### src/rtl/common_pkg.sv
// Shared array geometry, operand data type and feeder state encoding.
package common_pkg;

  localparam int unsigned SYS_ARRAY_SIZE     = 4;
  localparam int unsigned DRAIN_CHANNEL_SIZE = 4;
  localparam int unsigned DATA_W             = 16;

  typedef logic [DATA_W-1:0] data_t;

  typedef enum logic [2:0] {
    ST_IDLE,
    ST_LOAD,
    ST_STREAM,
    ST_FLUSH,
    ST_DRAIN
  } feeder_state_t;

endpackage

### src/rtl/operand_buffer.sv
// Tile operand store: one write port, one write-first synchronous read port.
// The read register clears whenever no read is issued.
module operand_buffer
  import common_pkg::*;
#(
  parameter int unsigned DEPTH = 16,
  parameter int unsigned AW    = (DEPTH > 1) ? $clog2(DEPTH) : 1
) (
  input  logic                             clk_i,
  input  logic                             rst_i,
  input  logic                             wr_en_i,
  input  logic [AW-1:0]                    wr_addr_i,
  input  data_t [SYS_ARRAY_SIZE-1:0]       wr_a_i,
  input  data_t [SYS_ARRAY_SIZE-1:0]       wr_b_i,
  input  logic                             rd_en_i,
  input  logic [AW-1:0]                    rd_addr_i,
  output data_t [SYS_ARRAY_SIZE-1:0]       rd_a_o,
  output data_t [SYS_ARRAY_SIZE-1:0]       rd_b_o
);

  localparam int unsigned EW = 2 * SYS_ARRAY_SIZE * DATA_W;

  typedef logic [EW-1:0] entry_t;

  entry_t mem [DEPTH];
  entry_t rd_q;

  // Storage is intentionally not reset; only the feeder's counters are.
  always_ff @(posedge clk_i) begin
    if (wr_en_i) begin
      mem[wr_addr_i] <= {wr_a_i, wr_b_i};
    end
  end

  // Same-address write bypass covers the single-pair tile sealed and read on one edge.
  always_ff @(posedge clk_i) begin
    if (rst_i) begin
      rd_q <= '0;
    end else if (!rd_en_i) begin
      rd_q <= '0;
    end else if (wr_en_i && (wr_addr_i == rd_addr_i)) begin
      rd_q <= {wr_a_i, wr_b_i};
    end else begin
      rd_q <= mem[rd_addr_i];
    end
  end

  assign {rd_a_o, rd_b_o} = rd_q;

endmodule

### src/rtl/operand_feeder.sv
// Collects one tile of operand pairs, streams them bubble-free to the array,
// then waits out the pipeline flush and pulses the drain control.
module operand_feeder
  import common_pkg::*;
#(
  parameter int unsigned MAX_K        = 16,
  parameter int unsigned FLUSH_CYCLES = 2 * SYS_ARRAY_SIZE,
  parameter int unsigned DRAIN_CYCLES = DRAIN_CHANNEL_SIZE
) (
  input  logic                        clk_i,
  input  logic                        rst_i,
  input  logic                        in_valid_i,
  output logic                        in_ready_o,
  input  data_t [SYS_ARRAY_SIZE-1:0]  in_a_i,
  input  data_t [SYS_ARRAY_SIZE-1:0]  in_b_i,
  input  logic                        in_last_i,
  output data_t [SYS_ARRAY_SIZE-1:0]  a_o,
  output data_t [SYS_ARRAY_SIZE-1:0]  b_o,
  output logic                        last_o,
  output logic                        ctrl_o,
  output logic                        busy_o,
  output logic                        done_o,
  output logic                        ovf_o
);

  localparam int unsigned KW = $clog2(MAX_K + 1);
  localparam int unsigned AW = (MAX_K > 1) ? $clog2(MAX_K) : 1;
  localparam int unsigned FW = $clog2(FLUSH_CYCLES + 1);
  localparam int unsigned DW = $clog2(DRAIN_CYCLES + 1);

  localparam logic [KW-1:0] K_CAP  = KW'(MAX_K - 1);
  localparam logic [FW-1:0] F_LAST = FW'(FLUSH_CYCLES - 1);
  localparam logic [DW-1:0] D_LAST = DW'(DRAIN_CYCLES - 1);

  feeder_state_t   state;
  logic [KW-1:0]   wr_ptr;
  logic [KW-1:0]   rd_ptr;
  logic [FW-1:0]   flush_cnt;
  logic [DW-1:0]   drain_cnt;
  logic            accept_q;
  logic            last_q;
  logic            busy_q;
  logic            ctrl_q;
  logic            done_q;

  logic            xfer;
  logic            at_cap;
  logic            seal;
  logic            stream_more;
  logic            rd_en;
  logic [AW-1:0]   rd_addr;

  assign in_ready_o  = accept_q & ~rst_i;
  assign xfer        = in_valid_i & in_ready_o;
  assign at_cap      = (wr_ptr == K_CAP);
  assign seal        = xfer & (in_last_i | at_cap);
  assign ovf_o       = xfer & at_cap & ~in_last_i;

  // Entry 0 is fetched on the sealing edge so it appears in the first STREAM cycle.
  assign stream_more = (state == ST_STREAM) && (rd_ptr != wr_ptr);
  assign rd_en       = seal | stream_more;
  assign rd_addr     = stream_more ? AW'(rd_ptr) : '0;

  operand_buffer #(
    .DEPTH (MAX_K),
    .AW    (AW)
  ) u_buffer (
    .clk_i     (clk_i),
    .rst_i     (rst_i),
    .wr_en_i   (xfer),
    .wr_addr_i (AW'(wr_ptr)),
    .wr_a_i    (in_a_i),
    .wr_b_i    (in_b_i),
    .rd_en_i   (rd_en),
    .rd_addr_i (rd_addr),
    .rd_a_o    (a_o),
    .rd_b_o    (b_o)
  );

  // rd_ptr always names the next entry to fetch; wr_ptr doubles as the tile length.
  always_ff @(posedge clk_i) begin
    if (rst_i) begin
      state     <= ST_IDLE;
      wr_ptr    <= '0;
      rd_ptr    <= '0;
      flush_cnt <= '0;
      drain_cnt <= '0;
      accept_q  <= 1'b1;
      last_q    <= 1'b0;
      busy_q    <= 1'b0;
      ctrl_q    <= 1'b0;
      done_q    <= 1'b0;
    end else begin
      done_q <= 1'b0;
      unique case (state)
        ST_IDLE, ST_LOAD: begin
          if (xfer) begin
            wr_ptr <= wr_ptr + KW'(1);
            busy_q <= 1'b1;
            if (seal) begin
              state    <= ST_STREAM;
              accept_q <= 1'b0;
              rd_ptr   <= KW'(1);
              last_q   <= (wr_ptr == '0);
            end else begin
              state <= ST_LOAD;
            end
          end
        end
        ST_STREAM: begin
          if (rd_ptr == wr_ptr) begin
            state     <= ST_FLUSH;
            last_q    <= 1'b0;
            flush_cnt <= '0;
          end else begin
            rd_ptr <= rd_ptr + KW'(1);
            last_q <= ((rd_ptr + KW'(1)) == wr_ptr);
          end
        end
        ST_FLUSH: begin
          if (flush_cnt == F_LAST) begin
            state     <= ST_DRAIN;
            drain_cnt <= '0;
            ctrl_q    <= 1'b1;
            done_q    <= (DRAIN_CYCLES == 1);
          end else begin
            flush_cnt <= flush_cnt + FW'(1);
          end
        end
        ST_DRAIN: begin
          if (drain_cnt == D_LAST) begin
            state    <= ST_IDLE;
            ctrl_q   <= 1'b0;
            busy_q   <= 1'b0;
            accept_q <= 1'b1;
            wr_ptr   <= '0;
            rd_ptr   <= '0;
          end else begin
            drain_cnt <= drain_cnt + DW'(1);
            done_q    <= ((drain_cnt + DW'(1)) == D_LAST);
          end
        end
        default: state <= ST_IDLE;
      endcase
    end
  end

  assign last_o = last_q;
  assign ctrl_o = ctrl_q;
  assign busy_o = busy_q;
  assign done_o = done_q;

endmodule

### config.mk
export PLATFORM = sky130hd
export DESIGN_NAME = operand_feeder
export DESIGN_NICKNAME = d
export VERILOG_FILES = /design/src/rtl/common_pkg.sv /design/src/rtl/operand_buffer.sv /design/src/rtl/operand_feeder.sv
export SDC_FILE = /design/constraint.sdc
export NUM_CORES = 2
export LEC_CHECK = 0
export BUFFER_PORTS_ARGS = -buffer_cell sky130_fd_sc_hd__buf_2
export CORE_ASPECT_RATIO = 1.5
export CORE_MARGIN = 2
export CORE_UTILIZATION = 33
export DETAILED_ROUTE_END_ITERATION = 12
export PLACE_DENSITY_LB_ADDON = 0.12
export SLEW_MARGIN = 10
export SYNTH_ARGS = -nofsm -noshare
export SYNTH_HDL_FRONTEND = slang
export SYNTH_SLANG_ARGS = --single-unit
### constraint.sdc
create_clock -name clk_i -period 5.6 [get_ports clk_i]
set_input_delay 0.56 -clock clk_i [delete_from_list [all_inputs] [get_ports clk_i]]
set_output_delay 0.56 -clock clk_i [all_outputs]
set_load 0.005 [all_outputs]
## After elaboration in Yosys (flattened, before gate mapping)

Memories as Yosys holds them, arrays and structs flattened. A register that Yosys moved wholly into a read port is not among the register bits.
Index checks and enable logic that the tools add are counted.

| cells by class | value |
|---|---|
| reductions and logical operators | 19 |
| bitwise gates (word level) | 11 |
| mux-type cells | 35 |
| eq/ne operators | 19 |
| $add $sub $neg | 4 |

Operators with widths:

| operator | number |
|---|---|
| $mux W5 | 5 |
| $mux W3 | 6 |
| $pmux W5 S3 | 1 |
| $reduce_and A3 Y1 | 5 |
| $eq A3 B2 Y1 const B | 4 |
| $mux W4 | 3 |
| $ne A2 B2 Y1 const B | 6 |
| $pmux W3 S4 | 1 |
| $mux W1 | 11 |
| $add A5 B1 Y5 const B | 2 |
| $eq A5 B5 Y1 | 2 |
| $pmux W5 S2 | 1 |
| $pmux W1 S2 | 4 |
| $pmux W4 S2 | 1 |
| $reduce_and A4 Y1 | 2 |
| $reduce_bool A2 Y1 | 4 |
| $pmux W3 S2 | 1 |
| $and A1 B1 Y1 | 5 |
| $eq A5 B4 Y1 const B | 1 |
| $logic_not A5 Y1 | 1 |
| $ne A5 B5 Y1 | 1 |
| $reduce_and A5 Y1 | 1 |
| $add A4 B1 Y4 const B | 1 |
| $eq A4 B3 Y1 const B | 1 |
| other kinds (12) | 18 |

| word-level totals | value |
|---|---|
| memory bits (writable) | 2,048 |
| input port bits | 132 |
| output and inout port bits | 134 |
| register bits | 25 |
| memories kept | 1 |
| word-level logic and storage cells | 99 |

Memories:

| name | depth | bits a word | rd ports | clocked after memory_dff | wr ports | RTL line | source |
|---|---|---|---|---|---|---|---|
| u_buffer.mem | 16 | 128 | 1 | 1 | 1 | operand_buffer.sv:25 | `entry_t mem [DEPTH];` |

## Depth between registers and ports, before layout

| logic depth | value |
|---|---|
| word-level depth | 7 |
| gate-level depth with buffers | 10 |
| depth with buffers taken out | 8 |

## Hierarchy

From an unflattened synthesis, not the netlist that was laid out.

| second synthesis, totals | value |
|---|---|
| cells, all modules | 3,694 |
| area, all modules | 82,638.0 um^2 |

Modules (own cells, without submodules):

| module | seq. area each (um^2) | area each (um^2) | times used | cells each |
|---|---|---|---|---|
| operand_buffer | 64,061.4 | 81,074.0 | 1 | 3,504 |
| operand_feeder | 500.5 | 1,564.0 | 1 | 190 |

## Least setup slack after synthesis

No wires, ideal clock.

| path | value |
|---|---|
| path kind | input to register |
| start | in rst_i |
| end | mem u_buffer.mem[10][0] (netlist name), enable pin |
| required time | 5,098 ps |
| setup time | 502 ps |
| data arrival time | 4,338 ps |
| stages on the path | 5 |
| buffers on the path | 1 |
| path slack | 760 ps |
| path through | clkbuf_1 nor2b_1 nand2_1 nor3b_1 and2_1 |

| between the ends | value |
|---|---|
| word-level cells in the longest chain between the ends | 5 |

RTL lines:

| element | RTL line | source |
|---|---|---|
| start, declared | operand_feeder.sv:11 | `input logic rst_i,` |
| $not A1 Y1 | operand_feeder.sv:53 | `assign in_ready_o = accept_q & ~rst_i;` |
| $and A1 B1 Y1 | operand_feeder.sv:53 |  |
| net in_ready_o | operand_feeder.sv:13 | `output logic in_ready_o,` |
| $and A1 B1 Y1 | operand_feeder.sv:54 | `assign xfer = in_valid_i & in_ready_o;` |
| $mux W1 | operand_buffer.sv:30 | `if (wr_en_i) begin` |
| $mux W1 (implied by the code) | operand_buffer.sv:31 | `mem[wr_addr_i] <= {wr_a_i, wr_b_i};` |
| end, declared | operand_buffer.sv:25 |  |

The timed path passes the listed nets, and every way through them passes these cells.

## Worst setup path in the final report

| path | value |
|---|---|
| start | reg wr_ptr[1] |
| end | reg u_buffer.rd_q[8] (read register of u_buffer.mem) |

| between the ends | value |
|---|---|
| word-level cells in the longest chain between the ends | 6 |
| elaborated cells on any way between the ends | 9 |
| classes of those cells | eq/ne (2); mux (1); bitwise (4); reduce/logical (2) |

RTL lines:

| element | RTL line | source |
|---|---|---|
| start, declared | operand_feeder.sv:36 | `logic [KW-1:0] wr_ptr;` |
| start signal, assigned | operand_feeder.sv:98 | `wr_ptr <= wr_ptr + KW'(1);` |
| $eq A5 B4 Y1 | operand_feeder.sv:55 | `assign at_cap = (wr_ptr == K_CAP);` |
| $or A1 B1 Y1 | operand_feeder.sv:56 | `assign seal = xfer & (in_last_i \| at_cap);` |
| $and A1 B1 Y1 | operand_feeder.sv:56 |  |
| $or A1 B1 Y1 | operand_feeder.sv:61 | `assign rd_en = seal \| stream_more;` |
| $not A1 Y1 (no line) | n/a |  |
| $reduce_or A2 Y1 (no line) | n/a |  |
| end, declared | operand_buffer.sv:26 | `entry_t rd_q;` |

Parallel ways exist; a longest one is shown, timed or not.
A chain may end at the register's enable or synchronous reset.

==> results.py <==
metrics = {
    "logic_synthesis": {
        "synth_top_area_share": 0.721,
        "synth_cell_type_count": 56,
        "synth_edf_count": 2048,
        "avgSynthCellArea_um2": 17.6,
        "yosysWarnings": 0,
        "ys_seq_area_frac": 0.756,
        "synthArstFlopShare": 0,
        "synth_area_leaders": "edfxtp_1 (72%), dfxtp_1 (3.6%), mux4_2 (3.4%)",
        "ys_ff_latch": 2201,
        "netlist_instances": 4850,
        "syn-num-nets": 4992,
        "yosysTopAreaCell": "edfxtp_1",
        "synth_area_um2": 85300,
        "ys.flop_type": "edfxtp_1",
    },
    "cts": {
        "clockBufferDepth": 4,
        "root_buffer": "clkbuf_16",
        "cts.sinks": 2201,
        "postCtsSetupBuffers": 0,
        "clk_pin_slew_ns": 0.06,
        "clk-insertion-delay-late_ns": 0.89,
        "numCtsBuffers": 221,
        "cts_tree": "yes",
        "cts_max_level": 4,
    },
    "timing": {
        "tightest_slew_ns": 1.24,
        "drv_slew": 0,
        "clock_skew_ns": 0.0624,
        "holdWs_ns": 0.0664,
        "setup_viol": 0,
        "finalSetupTns_ns": 0,
        "fin_crit_ns": 4.00,
        "fmax_ghz": 0.250,
        "hold_viol_final": 0,
        "period_share": 0.715,
        "max-slew-margin-rel": 0.172,
        "rsz0062_at_grt": "false",
    },
    "global_routing": {
        "grtUsageTotal": 0.212,
        "antenna_found_initial": 53,
        "grt_max_degree": 123,
        "grt_pass1_wl_mm": 400,
        "first_global_vias": 51000,
        "grt-ovfl-total": 0,
    },
    "floorplan": {
        "placement_rows": 228,
        "ioPinCount": 266,
        "start_util": 0.332,
        "coreArea_um2": 257000,
        "die_w_um": 419,
        "dieArea_um2": 263000,
        "die_y_um": 627,
    },
    "final_layout": {
        "fin_nets": 5212,
        "syn2layout_area_growth_pct": 15.0,
        "multiInputGateArea_um2": 19300,
        "mostFrequentLayoutCells": "edfxtp_1 (2,048), buf_2 (265), o31ai_1 (258), o2bb2ai_1 (254), clkbuf_16 (223)",
        "nFillCells": 23900,
        "drive_above_1_share": 0.190,
        "register_area_um2": 64600,
        "layout_commonest_cell": "edfxtp_1",
    },
    "detailed_routing": {
        "route.vias.total": 48800,
        "via_per_inst": 5.61,
        "antenna_left": 0,
        "wl_mm": 283,
        "drc": 0,
        "wire_per_inst_um": 32.5,
        "first_pass_iters": 5,
        "drt_iter0_drc": 3903,
    },
    "placed_design": {
        "port_buffers": 265,
        "gp_congestion": 0.729,
        "hpwlAfterDp_mm": 140,
    },
    "worst_setup_path": {
        "cp-start-kind": "flip-flop",
        "endpoint_kind": "flip-flop",
        "worstPathMaxFanout": 40,
        "crit_required_ns": 6.35,
        "reg2reg_depth": 8,
        "worstSetupPathType": "reg -> reg",
        "crit_arrival_ns": 4.75,
    },
    "power": {
        "p_leak_nw": 31.6,
        "peakVddDrop_mv": 0.233,
        "p_per_area_nw_per_um2": 346,
    },
    "worst_hold_path": {
        "hold_depth": 1,
        "hp-class": "in -> reg",
    },
    "run": {
        "drv_cap": 0,
    },
    "outcome": {
        "status": "completed",
    },
}
[state kept, by name, indices dropped and copies added (netlist names)]
register,flops
busy_o,1
done_o,1
rd_ptr,5
state,3
u_buffer.mem,2048
accept_q,1
flush_cnt,4
ctrl_o,1
last_o,1
drain_cnt,3
wr_ptr,5
u_buffer.rd_q,128
[final timing paths]
| path | slack (ns) | endpoint | start |
|---|---|---|---|
| max reg2reg | 1.60 | u_buffer.rd_q[8] | wr_ptr[1] |
| max | 1.60 | u_buffer.rd_q[8] | wr_ptr[1] |
| min | 0.07 | u_buffer.mem[3][6] | in_b_i[6] |
| min reg2reg | 0.48 | accept_q | accept_q |
[layout make-up]
type / instances / area share
multi-input cells: 2231 / 0.196
flip-flops and latches: 2201 / 0.658
inverters: 7 / 0.000268
clock inverters: 85 / 0.00779
well taps: 3450 / 0.0440
diodes: 8 / 0.000204
repair buffers: 408 / 0.0307
clock buffers: 316 / 0.0627
[kinds of logic after synthesis]
family                     Yosys count  share of synthesized area
DFF                               2201                      0.756
and+or+nand+nor                    243                     0.0129
adders and majority gates           10                    0.00147
buffers and inverters              418                     0.0195
xor gates and xnor gates            11                    0.00113
muxes                              390                     0.0665
AOI/OAI and AO/OA                 1577                      0.142
[where the power goes]
group | total [mW] | internal [mW] | switching (mW)
registers | 18.1 | 18.1 | 0.0670
clock network | 14.6 | 8.20 | 6.36
logic | 1.24 | 0.358 | 0.886
[Yosys cell counts (2+ instances only)]
cell	count
nor3_1	11
nor3b_1	3
and2_1	18
and3_1	5
edfxtp_1	2048
buf_1	17
a2bb2oi_1	128
a211oi_1	5
mux4_2	129
a31oi_1	132
xor2_1	6
or4_1	2
buf_2	68
nand3_1	6
a21oi_1	140
mux2_2	129
nand2_1	142
ha_1	10
o211a_1	127
dfxtp_1	153
a221oi_1	129
o2bb2ai_1	254
o31ai_1	258
a311oi_1	2
nor4_1	2
inv_1	7
nand3b_1	5
a22oi_1	128
or3_1	2
nand2b_1	3
nor2b_1	6
xnor2_1	5
clkbuf_1	323
nor2_1	31
buf_4	3
a211o_1	128
mux2i_1	132
o21ai_0	135
[routing by layer]
metal	vias up	routed length [um]	global-route usage
li1	20700	-	-
met5	-	184	0
met1	26300	118000	0.273
met3	446	13400	0.0284
met2	1407	144000	0.374
met4	30	7100	0.0571
[timing repair]
action | in CTS | in global routing
hold buffers | 6 | 0
endpoints found under the setup margin | 0 | 0
gates resized for setup | 0 | 0
hold endpoints to repair | 46 | 0
[per-stage QoR]
stage	utilization	worst slack, ns	cell area [um2]	std cells	power, mW
detailed placement	0.354	1.60	91200	8291	19.7
global placement	0.354	1.65	91200	8291	19.7
CTS	0.381	1.62	98100	8698	34.3
finish	0.381	1.60	98100	8706	33.9
floorplan	-	0.760	85300	4850	19.1
global route	0.381	1.35	98100	8703	34.9
[critical path: stages, from the launching register on]
cell	delay [ns]
dfxtp_1	0.53
nor2b_1	0.13
or4_1	0.89
o31ai_1	0.33
a2111o_2	0.55
buf_4	0.63
buf_4	0.48
a2bb2oi_1	0.21
a21oi_1	0.09
(Power assumes the default switching activity.)
